$ cat src/rtl/dmem_ctrl_if.sv
// Request/response and sram strobe bundle for dmem_ctrl.
// slave = controller view, master = MEM-stage/sram environment view.
interface dmem_ctrl_if;
    logic        req_valid;
    logic        req_ready;
    logic        req_we;
    logic [1:0]  req_size;
    logic        req_signed;
    logic [31:0] req_addr;
    logic [0:31] req_wdata;
    logic        resp_valid;
    logic [0:31] resp_rdata;
    logic        resp_err;
    logic        mem_cs;
    logic        mem_oe;
    logic        mem_we;
    logic [31:0] mem_addr;
    logic [0:31] mem_din;
    logic [0:31] mem_dout;

    modport slave (
        input  req_valid, req_we, req_size, req_signed, req_addr, req_wdata, mem_dout,
        output req_ready, resp_valid, resp_rdata, resp_err,
        output mem_cs, mem_oe, mem_we, mem_addr, mem_din
    );

    modport master (
        output req_valid, req_we, req_size, req_signed, req_addr, req_wdata, mem_dout,
        input  req_ready, resp_valid, resp_rdata, resp_err,
        input  mem_cs, mem_oe, mem_we, mem_addr, mem_din
    );
endinterface

$ cat src/rtl/dmem_ctrl.sv
// Data-memory access controller: sequences sram strobes, big-endian sub-word loads.
// Define DMEM_RMW_EN to enable byte/halfword stores via read-modify-write.
module dmem_ctrl #(
    parameter int unsigned WAIT_CYCLES = 1
) (
    input  logic       clk_i,
    input  logic       rst_i,
    dmem_ctrl_if.slave bus
);
    localparam logic [3:0] WLAST = 4'(WAIT_CYCLES - 1);

`ifdef DMEM_RMW_EN
    typedef enum logic [2:0] {IDLE, RD, MERGE, WR, RESP} state_e;
`else
    typedef enum logic [2:0] {IDLE, RD, WR, RESP} state_e;
`endif

    state_e      state_q;
    logic [3:0]  cnt_q;
    logic [1:0]  size_q;
    logic        signed_q;
    logic [1:0]  off_q;
`ifdef DMEM_RMW_EN
    logic        we_q;
    logic [15:0] wlane_q;
    logic [0:31] old_q;
    logic [0:31] merge_d;
`endif
    logic        mem_cs_q, mem_oe_q, mem_we_q;
    logic [31:0] mem_addr_q;
    logic [0:31] mem_din_q;
    logic        resp_valid_q, resp_err_q;
    logic [0:31] resp_rdata_q;

    logic        req_err, sub_word;
    logic [7:0]  byte_v;
    logic [15:0] half_v;
    logic [0:31] load_d;

    always_comb begin
        sub_word = (bus.req_size != 2'b10);
        req_err  = (bus.req_size == 2'b11)
                 || (bus.req_size == 2'b01 && bus.req_addr[0])
                 || (bus.req_size == 2'b10 && bus.req_addr[1:0] != 2'b00);
`ifndef DMEM_RMW_EN
        req_err  = req_err || (bus.req_we && sub_word);
`endif
    end

    // Big-endian lanes: offset 0 is the most significant byte, bits [0:7].
    always_comb begin
        case (off_q)
            2'd0:    byte_v = bus.mem_dout[0:7];
            2'd1:    byte_v = bus.mem_dout[8:15];
            2'd2:    byte_v = bus.mem_dout[16:23];
            default: byte_v = bus.mem_dout[24:31];
        endcase
        half_v = off_q[1] ? bus.mem_dout[16:31] : bus.mem_dout[0:15];
        case (size_q)
            2'b00:   load_d = {{24{signed_q & byte_v[7]}}, byte_v};
            2'b01:   load_d = {{16{signed_q & half_v[15]}}, half_v};
            default: load_d = bus.mem_dout;
        endcase
    end

`ifdef DMEM_RMW_EN
    always_comb begin
        merge_d = old_q;
        if (size_q == 2'b00) begin
            case (off_q)
                2'd0:    merge_d[0:7]   = wlane_q[7:0];
                2'd1:    merge_d[8:15]  = wlane_q[7:0];
                2'd2:    merge_d[16:23] = wlane_q[7:0];
                default: merge_d[24:31] = wlane_q[7:0];
            endcase
        end else if (off_q[1]) begin
            merge_d[16:31] = wlane_q;
        end else begin
            merge_d[0:15] = wlane_q;
        end
    end
`endif

    always_ff @(posedge clk_i) begin
        if (rst_i) begin
            state_q      <= IDLE;
            cnt_q        <= '0;
            size_q       <= '0;
            signed_q     <= 1'b0;
            off_q        <= '0;
`ifdef DMEM_RMW_EN
            we_q         <= 1'b0;
            wlane_q      <= '0;
            old_q        <= '0;
`endif
            mem_cs_q     <= 1'b0;
            mem_oe_q     <= 1'b0;
            mem_we_q     <= 1'b0;
            mem_addr_q   <= '0;
            mem_din_q    <= '0;
            resp_valid_q <= 1'b0;
            resp_err_q   <= 1'b0;
            resp_rdata_q <= '0;
        end else begin
            case (state_q)
                IDLE: begin
                    if (bus.req_valid) begin
                        size_q     <= bus.req_size;
                        signed_q   <= bus.req_signed;
                        off_q      <= bus.req_addr[1:0];
                        mem_addr_q <= {bus.req_addr[31:2], 2'b00};
                        cnt_q      <= WLAST;
`ifdef DMEM_RMW_EN
                        we_q       <= bus.req_we;
                        wlane_q    <= bus.req_wdata[16:31];
`endif
                        if (req_err) begin
                            state_q      <= RESP;
                            resp_valid_q <= 1'b1;
                            resp_err_q   <= 1'b1;
                        end else if (!bus.req_we || sub_word) begin
                            state_q  <= RD;
                            mem_cs_q <= 1'b1;
                            mem_oe_q <= 1'b1;
                        end else begin
                            state_q   <= WR;
                            mem_cs_q  <= 1'b1;
                            mem_we_q  <= 1'b1;
                            mem_din_q <= bus.req_wdata;
                        end
                    end
                end
                RD: begin
                    if (cnt_q == '0) begin
                        mem_cs_q <= 1'b0;
                        mem_oe_q <= 1'b0;
`ifdef DMEM_RMW_EN
                        if (we_q) begin
                            old_q   <= bus.mem_dout;
                            state_q <= MERGE;
                        end else
`endif
                        begin
                            resp_rdata_q <= load_d;
                            resp_valid_q <= 1'b1;
                            state_q      <= RESP;
                        end
                    end else begin
                        cnt_q <= cnt_q - 1'b1;
                    end
                end
`ifdef DMEM_RMW_EN
                MERGE: begin
                    mem_din_q <= merge_d;
                    mem_cs_q  <= 1'b1;
                    mem_we_q  <= 1'b1;
                    cnt_q     <= WLAST;
                    state_q   <= WR;
                end
`endif
                WR: begin
                    if (cnt_q == '0) begin
                        mem_cs_q     <= 1'b0;
                        mem_we_q     <= 1'b0;
                        resp_valid_q <= 1'b1;
                        state_q      <= RESP;
                    end else begin
                        cnt_q <= cnt_q - 1'b1;
                    end
                end
                RESP: begin
                    resp_valid_q <= 1'b0;
                    resp_err_q   <= 1'b0;
                    resp_rdata_q <= '0;
                    state_q      <= IDLE;
                end
                default: state_q <= IDLE;
            endcase
        end
    end

    assign bus.req_ready  = (state_q == IDLE);
    assign bus.mem_cs     = mem_cs_q;
    assign bus.mem_oe     = mem_oe_q;
    assign bus.mem_we     = mem_we_q;
    assign bus.mem_addr   = mem_addr_q;
    assign bus.mem_din    = mem_din_q;
    assign bus.resp_valid = resp_valid_q;
    assign bus.resp_err   = resp_err_q;
    assign bus.resp_rdata = resp_rdata_q;
endmodule

$ cat src/flat_wrapper.sv
// flat-port wrapper written by rule: the top's interface ports become plain ports
module dmem_ctrl_flat 
#(
    parameter int unsigned WAIT_CYCLES = 1
)
  (clk_i, rst_i, bus_req_valid, bus_req_we, bus_req_size, bus_req_signed, bus_req_addr, bus_req_wdata, bus_mem_dout, bus_req_ready, bus_resp_valid, bus_resp_rdata, bus_resp_err, bus_mem_cs, bus_mem_oe, bus_mem_we, bus_mem_addr, bus_mem_din);
  dmem_ctrl_if bus_i ();
  input  logic clk_i;
  input  logic rst_i;
  input wire logic [$bits(bus_i.req_valid)-1:0] bus_req_valid;
  input wire logic [$bits(bus_i.req_we)-1:0] bus_req_we;
  input wire logic [$bits(bus_i.req_size)-1:0] bus_req_size;
  input wire logic [$bits(bus_i.req_signed)-1:0] bus_req_signed;
  input wire logic [$bits(bus_i.req_addr)-1:0] bus_req_addr;
  input wire logic [$bits(bus_i.req_wdata)-1:0] bus_req_wdata;
  input wire logic [$bits(bus_i.mem_dout)-1:0] bus_mem_dout;
  output wire logic [$bits(bus_i.req_ready)-1:0] bus_req_ready;
  output wire logic [$bits(bus_i.resp_valid)-1:0] bus_resp_valid;
  output wire logic [$bits(bus_i.resp_rdata)-1:0] bus_resp_rdata;
  output wire logic [$bits(bus_i.resp_err)-1:0] bus_resp_err;
  output wire logic [$bits(bus_i.mem_cs)-1:0] bus_mem_cs;
  output wire logic [$bits(bus_i.mem_oe)-1:0] bus_mem_oe;
  output wire logic [$bits(bus_i.mem_we)-1:0] bus_mem_we;
  output wire logic [$bits(bus_i.mem_addr)-1:0] bus_mem_addr;
  output wire logic [$bits(bus_i.mem_din)-1:0] bus_mem_din;
  assign bus_i.req_valid = bus_req_valid;
  assign bus_i.req_we = bus_req_we;
  assign bus_i.req_size = bus_req_size;
  assign bus_i.req_signed = bus_req_signed;
  assign bus_i.req_addr = bus_req_addr;
  assign bus_i.req_wdata = bus_req_wdata;
  assign bus_i.mem_dout = bus_mem_dout;
  assign bus_req_ready = bus_i.req_ready;
  assign bus_resp_valid = bus_i.resp_valid;
  assign bus_resp_rdata = bus_i.resp_rdata;
  assign bus_resp_err = bus_i.resp_err;
  assign bus_mem_cs = bus_i.mem_cs;
  assign bus_mem_oe = bus_i.mem_oe;
  assign bus_mem_we = bus_i.mem_we;
  assign bus_mem_addr = bus_i.mem_addr;
  assign bus_mem_din = bus_i.mem_din;
  dmem_ctrl #(.WAIT_CYCLES(WAIT_CYCLES)) u_core (.clk_i(clk_i), .rst_i(rst_i), .bus(bus_i));
endmodule
$ cat config.mk
export PLATFORM = sky130hd
export DESIGN_NAME = dmem_ctrl_flat
export DESIGN_NICKNAME = d
export VERILOG_FILES = /design/src/rtl/dmem_ctrl_if.sv /design/src/rtl/dmem_ctrl.sv /design/src/flat_wrapper.sv
export SDC_FILE = /design/constraint.sdc
export NUM_CORES = 1
export LEC_CHECK = 0
export BUFFER_PORTS_ARGS = -buffer_cell sky130_fd_sc_hd__buf_4
export CELL_PAD_IN_SITES_DETAIL_PLACEMENT = 1
export CELL_PAD_IN_SITES_GLOBAL_PLACEMENT = 2
export CORE_UTILIZATION = 26
export CTS_BUF_LIST = sky130_fd_sc_hd__clkbuf_8
export CTS_CLUSTER_DIAMETER = 50
export DETAILED_ROUTE_END_ITERATION = 7
export GPL_ROUTABILITY_DRIVEN = 0
export PLACE_DENSITY = 0.88
export SETUP_SLACK_MARGIN = 0.02
export SLEW_MARGIN = 10
export SYNTH_ARGS = -nofsm -noshare
export SYNTH_HDL_FRONTEND = slang
export SYNTH_SLANG_ARGS = --single-unit
$ cat constraint.sdc
create_clock -name clk_i -period 2 [get_ports clk_i]
set_input_delay 0.1 -clock clk_i [delete_from_list [all_inputs] [get_ports clk_i]]
set_output_delay 0.1 -clock clk_i [all_outputs]
set_load 0.05 [all_outputs]
==> results of run 1 <==
[registers in the layout (all words and copies together) (netlist names)]
| register | cells |
|---|---|
| u_core.signed_q | 1 |
| u_core.bus.resp_err | 1 |
| u_core.state_q | 2 |
| u_core.bus.mem_cs | 1 |
| u_core.off_q | 2 |
| u_core.bus.mem_addr | 30 |
| u_core.bus.mem_oe | 1 |
| u_core.bus.resp_rdata | 32 |
| u_core.bus.mem_we | 1 |
| u_core.bus.mem_din | 32 |
| u_core.size_q | 2 |
| u_core.cnt_q | 4 |
| u_core.bus.resp_valid | 1 |
[logic make-up (layout without fill, tap and decap cells)]
logic type      after synthesis  count (layout)
fa+ha+maj                     5               5
flops                       110             110
other cells                   1               3
xor+xnor                      3               3
simple gates                227             227
mux                          11              11
compound gates              147             147
buf+inv                      58             316
[layer usage]
| metal | track usage | part of all wire |
|---|---|---|
| met1 | 0.221 | 0.40 |
| met2 | 0.339 | 0.50 |
| met3 | 0.0542 | 0.085 |
| met4 | 0.0674 | 0.017 |
| met5 | 0 | 0 |
[Yosys cell counts (all sizes together) (3+ instances only)]
cell type / instances
nand2: 150
dfxtp: 110
a21oi: 74
clkbuf: 28
nor2: 27
a22o: 23
nand2b: 18
inv: 17
buf: 13
o21ai: 13
a21o: 9
mux2: 9
nor3: 9
a221oi: 8
a311oi: 6
nand3: 6
ha: 5
a211oi: 3
a31oi: 3
nor2b: 3
nor4: 3
xnor2: 3
[cells in the final DEF, fill, tap and decap left out, types with 13 or more instances in the layout]
cell | netlist | final
a22o_1 | 23 | 23
dlygate4sd3_1 | 0 | 64
o21ai_0 | 13 | 13
nand2b_1 | 18 | 18
nand2_1 | 150 | 150
inv_1 | 17 | 18
buf_4 | 2 | 216
a21oi_1 | 74 | 73
nor2_1 | 27 | 27
dfxtp_1 | 110 | 110
[worst max path at each step]
stage / slack (ps) / cells after the start / startpoint / end
6_report: 180 / 6 / u_core.state_q[0] / u_core.cnt_q[1]
5_1_grt: 40 / 6 / u_core.state_q[0] / u_core.cnt_q[1]
4_1_cts: 80 / 6 / u_core.off_q[1] / u_core.bus.resp_rdata[4]
3_5_place_dp: 20 / 6 / u_core.cnt_q[1] / u_core.bus.resp_rdata[11]
3_3_place_gp: 140 / 6 / u_core.cnt_q[0] / u_core.bus.resp_rdata[12]
2_1_floorplan: 50 / 7 / u_core.state_q[0] / u_core.bus.resp_err
[worst register-to-register path, stage by stage, from the launching register on]
cell and delay (ps):
dfxtp_1 400, inv_1 90, ha_1 360, nor4bb_2 220, nor3_1 350, mux2i_1 250, nor2_1 50
[cell type report]
| type | instances | area (um2) |
|---|---|---|
| diodes | 1 | 2.50 |
| fillers | 2055 | 10000 |
| clock inverters | 6 | 86.3 |
| well taps | 225 | 282 |
| multi-input cells | 395 | 2200 |
| repair buffers | 284 | 2330 |
| clock buffers | 9 | 124 |
| flip-flops and latches | 110 | 2200 |
| inverters | 17 | 63.8 |
[stage by stage]
step	area (um2)	std cells
finish	7300	1047
global route	7300	1047
CTS	7280	1046
detailed placement	6410	966
global placement	6410	966
floorplan	4620	563
[power by group through the flow]
stage | combinational (uW) | clock, uW | sequential, uW
final | 2970 | 1480 | 2650
after global routing | 3180 | 1630 | 2680
after CTS | 2940 | 1530 | 2640
after detailed placement | 2830 | 0 | 2690
after global placement | 2740 | 0 | 2680
after floorplan | 1210 | 0 | 3320
[what timing repair did]
| item | 4_1_cts | 5_1_grt |
|---|---|---|
| pin swaps | 1 | 0 |
| resized for setup | 0 | 4 |
| endpoints found under the setup margin | 13 | 27 |
| hold endpoints to repair | 64 | 0 |
| buffers inserted | 1 | 0 |
| hold buffers | 64 | 0 |
==> results.toml, run 1 <==
[global_route]
grt_use_total = 0.192
grt_pass1_vias = 5408
gr-total-overflow = 0
grt_max_degree = 48
grt_pass1_wl_um = 27600
antenna_found_initial = 1

[power_and_ir_drop]
p_sw_frac = 0.403
p_leak_uw = 0.00314
clkPwrFrac = 0.209
switchingPower_uw = 2860
cellInternalPower_uw = 4240
p_total_uw = 7100
p_comb_frac = 0.418
seqPwrFrac = 0.373
ir_drop_mv = 0.449
power_per_cell_area_nw_per_um2 = 972

[place]
hpwl_um = 11800
dp_slack_ps = 20.9
io_buffer_count = 202

[synth]
synth_edf_count = 0
ys_ff_latch = 110
synth_compound_area_frac = 0.206
synth_area_um2 = 4620
postSynthCellCount = 562
synth_top_area_cell = "dfxtp_1"
syn_area_per_cell_um2 = 8.22
synth_top_family_by_area = "simple AND/OR/NAND/NOR gates"
synth.distinct_cells = 48
synthMuxAreaShare = 0.0290
ys_warn_count = 0
async_flop_share = 0
synthAdderAreaFrac = 0.0136
yosysTopAreaCellShare = 0.477
seq_area_frac_synth = 0.477
synth_area_leaders = "dfxtp_1, nand2_1, a21oi_1"
synth_xor_area_frac = 0.00569
synth-simple-area-share = 0.216
ys.flop_type = "dfxtp_1"

[floorplan]
rows = 48
chipHeight_um = 135
start_util = 0.267
core_area_um2 = 17300
dieWidth_um = 135
dieArea_um2 = 18300
io_pins = 205

[timing]
setup_tns_ps = 0
worst_slew_pin_slew_ps = 510
slew_violations = 0
finalSetupViolCount = 0
fin_crit_sh = 0.912
fin_crit_ps = 1820
hold_viol = 0
slew_headroom = 0.660
fin_ws_ps = 175
skew_ps = 10.2
rsz0062_at_grt = "no"
fmax_mhz = 548
fin_hold_ws_ps = 20.1

[setup_path]
crit_path_max_incr_delay_ps = 400
critPathMaxFanout = 5
endpoint_kind = "register"
cp_slowest_cell = "dfxtp_1"
cp_data_arrival_time_ps = 2090
crit_type = "reg2reg"
path_buf_inv = 1
crit_family = "simple AND/OR/NAND/NOR gates"
rr_endpoint = "u_core.cnt_q[1]"
crit_required_ps = 2260
crit-reg2reg-launch = "u_core.state_q[0]"
start_kind = "register"
r2r_slack_ps = 180
reg2reg_depth = 6
path_cells = "inv_1, ha_1, nor4bb_2, nor3_1, mux2i_1, nor2_1"

[job]
drv_cap = 0

[cells_and_area]
fin_util = 0.422
drive_gt1_frac = 0.311
areaGrowthSynthToFinish_pct = 58.1
nNetsFinal = 925

[routing]
drtAntennaViolNets = 0
vias = 5055
via_per_inst = 4.83
wirelength_um = 17800
drt_iter0_drc = 191
wl_per_cell_um = 17.0
drt-pass1-iter-count = 4
drc_errors = 0

[hold_path]
hold_path_class = "in2reg"
hold_depth = 3
hold_path_end = "u_core.size_q[0]"
min_from = "bus_req_size[0]"

[clock_tree]
worstSkewPairLatency_ps = 370
clk_pin_slew_ps = 110
cts_tree = "yes"
cts_buffer_depth = 2
cts.htree.levels = 3
clock_tree.root_cell = "clkbuf_8"
cts_buffers = 9
clock-sinks = 110

[status]
status = "finished, final reports clean"
No activity file was read; power rests on OpenSTA's default activity.
==> inputs of run 2 (changes only) <==
--- a/config.mk
+++ b/config.mk
@@ -8,12 +8,12 @@
 export BUFFER_PORTS_ARGS = -buffer_cell sky130_fd_sc_hd__buf_4
 export CELL_PAD_IN_SITES_DETAIL_PLACEMENT = 1
 export CELL_PAD_IN_SITES_GLOBAL_PLACEMENT = 2
-export CORE_UTILIZATION = 26
+export CORE_UTILIZATION = 28
 export CTS_BUF_LIST = sky130_fd_sc_hd__clkbuf_8
 export CTS_CLUSTER_DIAMETER = 50
 export DETAILED_ROUTE_END_ITERATION = 7
 export GPL_ROUTABILITY_DRIVEN = 0
-export PLACE_DENSITY = 0.88
+export PLACE_DENSITY = 0.93
 export SETUP_SLACK_MARGIN = 0.02
 export SLEW_MARGIN = 10
 export SYNTH_ARGS = -nofsm -noshare
==> constraint.sdc (replaced) <==
create_clock -name clk_i -period 2.28 [get_ports clk_i]
set_input_delay 0.114 -clock clk_i [delete_from_list [all_inputs] [get_ports clk_i]]
set_output_delay 0.114 -clock clk_i [all_outputs]
set_load 0.05 [all_outputs]
==> results.toml, run 2 (same netlist as run 1, synthesis figures left out) <==
[timing]
worst_slew_pin_slew_ps = 767
skew_ps = 12.0
slew_headroom = 0.487
fmax_mhz = 494
finalSetupViolCount = 0
rsz0062_at_grt = "no"
setup_tns_ps = 0
fin_crit_ps = 2030
fin_ws_ps = 255
fin_crit_sh = 0.888
slew_violations = 0
hold_viol = 0

[clock_tree]
clk_pin_slew_ps = 100
cts.htree.levels = 3
worstSkewPairLatency_ps = 390
cts_tree = "yes"
cts_buffer_depth = 2
cts_buffers = 9
clock_tree.root_cell = "clkbuf_8"
post_cts_buffers = 0
clock-sinks = 110

[floorplan]
rows = 46
start_util = 0.289
io_pins = 205
chipHeight_um = 130
dieWidth_um = 130
dieArea_um2 = 17000
core_area_um2 = 16000

[routing]
wirelength_um = 17900
via_per_inst = 4.90
drt_iter0_drc = 189
drt-pass1-iter-count = 4
wl_per_cell_um = 17.2
drtAntennaViolNets = 0
drc_errors = 0
vias = 5087

[status]
status = "finished, final reports clean"

[setup_path]
critPathMaxFanout = 29
rr_endpoint = "u_core.size_q[1]"
reg2reg_depth = 7
cp_data_arrival_time_ps = 2360
crit-reg2reg-launch = "u_core.state_q[0]"
crit_type = "reg2reg"
r2r_slack_ps = 250
crit_required_ps = 2610
start_kind = "register"
endpoint_kind = "register"

[power_and_ir_drop]
power_per_cell_area_nw_per_um2 = 848
clkPwrFrac = 0.204
ir_drop_mv = 0.363
switchingPower_uw = 2520
p_comb_frac = 0.417
cellInternalPower_uw = 3630
p_leak_uw = 0.00312
p_sw_frac = 0.410
seqPwrFrac = 0.379

[place]
io_buffer_count = 202
dp_cells = 955
dp_slack_ps = 267
hpwl_um = 11900

[global_route]
grt_max_degree = 69
grt_pass1_vias = 5481
grt_use_total = 0.208
grt_pass1_wl_um = 27500
antenna_found_initial = 0
gr-total-overflow = 0

[cells_and_area]
layout_common_cells = "buf_4, nand2_1, dfxtp_1, a21oi_1, dlygate4sd3_1"
layout_commonest_cell = "buf_4"
multiInputGateArea_um2 = 2190
fillers = 1931
drive_gt1_frac = 0.306
nNetsFinal = 926
diodes = 0
areaGrowthSynthToFinish_pct = 57.0
finalNonFillerCells = 1039
ff_latch_area_um2 = 2200
fin_util = 0.453

[hold_path]
hold_path_class = "in2reg"
hold_path_end = "u_core.off_q[1]"
hold_depth = 3
min_from = "bus_req_addr[1]"

[job]
drv_cap = 0
[run 2: cell count changes in the layout (fill, tap and decap cells not counted), sizes merged]
cell,before,now
buf,220,217
bufinv,2,1
dlygate4sd3,64,68
clkinvlp,0,2
diode,1,0
clkinv,2,1
clkbuf,9,10
[run 2: critical path, stage by stage, from the launching register on]
cell and delay [ps]:
dfxtp_1 350, inv_1 100, ha_1 170, and2_2 270
buf_6 280, nand2_1 90, a21oi_1 130, dlygate4sd3_1 560
[run 2: what timing repair did]
item,in CTS,in global routing
hold buffers,68,0
endpoints found under the setup margin,0,1
gates resized for setup,0,2
endpoints found under the hold margin,67,0
[run 2: worst max path at each step]
stage / from / endpoint / slack [ps] / cells past startpoint
after floorplan: u_core.state_q[0] / u_core.bus.resp_err / 330 / 7
after global placement: u_core.cnt_q[0] / u_core.bus.resp_rdata[7] / 380 / 6
after detailed placement: u_core.cnt_q[0] / u_core.bus.resp_rdata[7] / 270 / 6
after CTS: u_core.state_q[0] / u_core.size_q[1] / 40 / 7
after global routing: u_core.state_q[0] / u_core.size_q[1] / 110 / 7
final: u_core.state_q[0] / u_core.size_q[1] / 250 / 7
[run 2: final cells by class]
cell class / count / share of cell area
Multi-Input combinational cell: 395 / 0.302
Sequential cell: 110 / 0.304
Tap cell: 216 / 0.0373
Clock inverter: 6 / 0.00932
Clock buffer: 10 / 0.0190
Timing Repair Buffer: 285 / 0.319
Inverter: 17 / 0.00881
[run 2: power groups by stage]
stage	logic [uW]	registers, uW	clock network (uW)
after floorplan	1060	2910	0
after global placement	2380	2350	0
after detailed placement	2460	2360	0
after CTS	2560	2320	1310
after global routing	2760	2350	1360
final	2560	2330	1260
[run 2: routing by layer]
metal  up-vias  wire length [um]  share of wire  GRT usage
met5         -                 0              0          0
met4         0               469          0.026     0.0899
met3        31              1580          0.088     0.0590
met2       211              8870           0.50      0.378
met1      2427              6960           0.39      0.225
li1       2418                 -              -          -
[run 2: stage by stage]
step	area (um2)	hold slack [ps]	power (uW)
3_5_place_dp	6360	373	4820
2_1_floorplan	4620	250	3970
6_report	7250	22.1	6150
3_3_place_gp	6360	361	4730
5_1_grt	7250	34.4	6470
4_1_cts	7240	4.12	6190
==> inputs of run 3 (changes only) <==
--- a/config.mk
+++ b/config.mk
@@ -8,6 +8,7 @@
 export BUFFER_PORTS_ARGS = -buffer_cell sky130_fd_sc_hd__buf_4
 export CELL_PAD_IN_SITES_DETAIL_PLACEMENT = 1
 export CELL_PAD_IN_SITES_GLOBAL_PLACEMENT = 2
+export CORE_MARGIN = 5
 export CORE_UTILIZATION = 28
 export CTS_BUF_LIST = sky130_fd_sc_hd__clkbuf_8
 export CTS_CLUSTER_DIAMETER = 50
==> results.toml, run 3 (same netlist as run 1, synthesis figures left out) <==
[timing]
hold_viol = 0
fin_crit_sh = 0.894
fin_crit_ps = 2040
slew_headroom = 0.552
finalSetupViolCount = 0
fin_ws_ps = 242
worst_slew_pin_slew_ps = 673
fmax_mhz = 491
rsz0062_at_grt = "no"
setup_tns_ps = 0
skew_ps = 13.2
slew_violations = 0

[clock_tree]
clock-sinks = 110
cts_buffers = 9
clock_tree.root_cell = "clkbuf_8"
cts_tree = "yes"
cts_buffer_depth = 2
clk_pin_slew_ps = 110
cts.htree.levels = 3
worstSkewPairLatency_ps = 390

[cells_and_area]
layout_commonest_cell = "buf_4"
drive_gt1_frac = 0.308
areaGrowthSynthToFinish_pct = 56.2
fillers = 1935
layout_common_cells = "buf_4, nand2_1, dfxtp_1, a21oi_1, dlygate4sd3_1"
diodes = 0
nNetsFinal = 924

[routing]
wirelength_um = 18900
via_per_inst = 4.89
drt-pass1-iter-count = 5
drtAntennaViolNets = 0
drt_iter0_drc = 195
wl_per_cell_um = 18.1
drc_errors = 0
vias = 5087

[job]
drv_cap = 0

[power_and_ir_drop]
ir_drop_mv = 0.389
p_leak_uw = 0.00309
power_per_cell_area_nw_per_um2 = 838

[floorplan]
chipHeight_um = 138
core_area_um2 = 16400
rows = 47
dieWidth_um = 138
dieArea_um2 = 19200
io_pins = 205
start_util = 0.281

[global_route]
grt_pass1_wl_um = 30300
antenna_found_initial = 0
grt_max_degree = 62
gr-total-overflow = 0
grt_use_total = 0.192
grt_pass1_vias = 5637

[hold_path]
hold_path_class = "in2reg"

[setup_path]
critPathMostFrequentCell = "inv_1"
cp_data_arrival_time_ps = 2310
crit_required_ps = 2550
cp_slowest_cell = "dfxtp_1"
critPathMaxFanout = 5
path_cells = "inv_1, ha_1, inv_1, o21bai_1, nand2b_1, mux2_2"
crit_type = "reg2reg"
crit_path_max_incr_delay_ps = 410
endpoint_kind = "register"
start_kind = "register"

[place]
dp_slack_ps = 95.7
io_buffer_count = 202
hpwl_um = 13000

[status]
status = "finished, final reports clean"
[run 3: cell type report]
type	count	area [um2]	share of cell area
Clock buffer	10	138	0.0191
Clock inverter	6	45.0	0.00625
Inverter	17	63.8	0.00885
Multi-Input combinational cell	395	2190	0.304
Sequential cell	110	2200	0.305
Tap cell	220	275	0.0382
Timing Repair Buffer	283	2300	0.319
[run 3: per-layer routing]
metal  part of all wire  up-vias  global-route usage
li1                   -     2416                   -
met1               0.41     2425               0.223
met2               0.48      211               0.326
met3              0.089       35              0.0704
met4              0.025        0              0.0692
met5                  0        -                   0
[run 3: path summary, 6_finish.rpt]
path,startpoint,endpoint,slack [ps],depth (start not counted)
setup reg to reg,u_core.state_q[0],u_core.bus.resp_valid,240,6
hold / removal,bus_req_size[0],u_core.size_q[0],20,3
setup / recovery,u_core.state_q[0],u_core.bus.resp_valid,240,6
hold reg to reg,u_core.bus.mem_addr[24],u_core.bus.mem_addr[24],460,2
[run 3: report_power, final]
group / internal (uW) / total [uW] / switching, uW
Clock: 432 / 1150 / 717
Sequential: 2150 / 2320 / 171
Combinational: 916 / 2580 / 1660
Total: 3500 / 6040 / 2550
[run 3: critical path: cells and delay by family, from the launching register on]
kind,cells,cell delay (ps)
buffers and inverters,2,220
AND/OR/NAND/NOR,1,190
AO/OA/AOI/OAI,1,410
flip-flops,1,410
multiplexers,1,320
adder cells (fa/ha/maj),1,370
[run 3: per-stage QoR]
step | total power (uW) | utilization | hold slack (ps) | instance area, um2 | instances
CTS | 6070 | 0.438 | 9.93 | 7190 | 1040
detailed placement | 4830 | 0.388 | 374 | 6370 | 960
floorplan | 3970 | - | 250 | 4620 | 563
finish | 6040 | 0.440 | 23.1 | 7210 | 1041
global route | 6390 | 0.440 | 21.2 | 7210 | 1041
global placement | 4730 | 0.388 | 361 | 6370 | 960
[run 3: what timing repair did]
| action | in CTS | in global routing |
|---|---|---|
| gates resized for setup | 0 | 0 |
| buffers inserted | 0 | 1 |
| hold buffers | 64 | 0 |
| setup endpoints to repair | 0 | 16 |
| endpoints found under the hold margin | 64 | 0 |
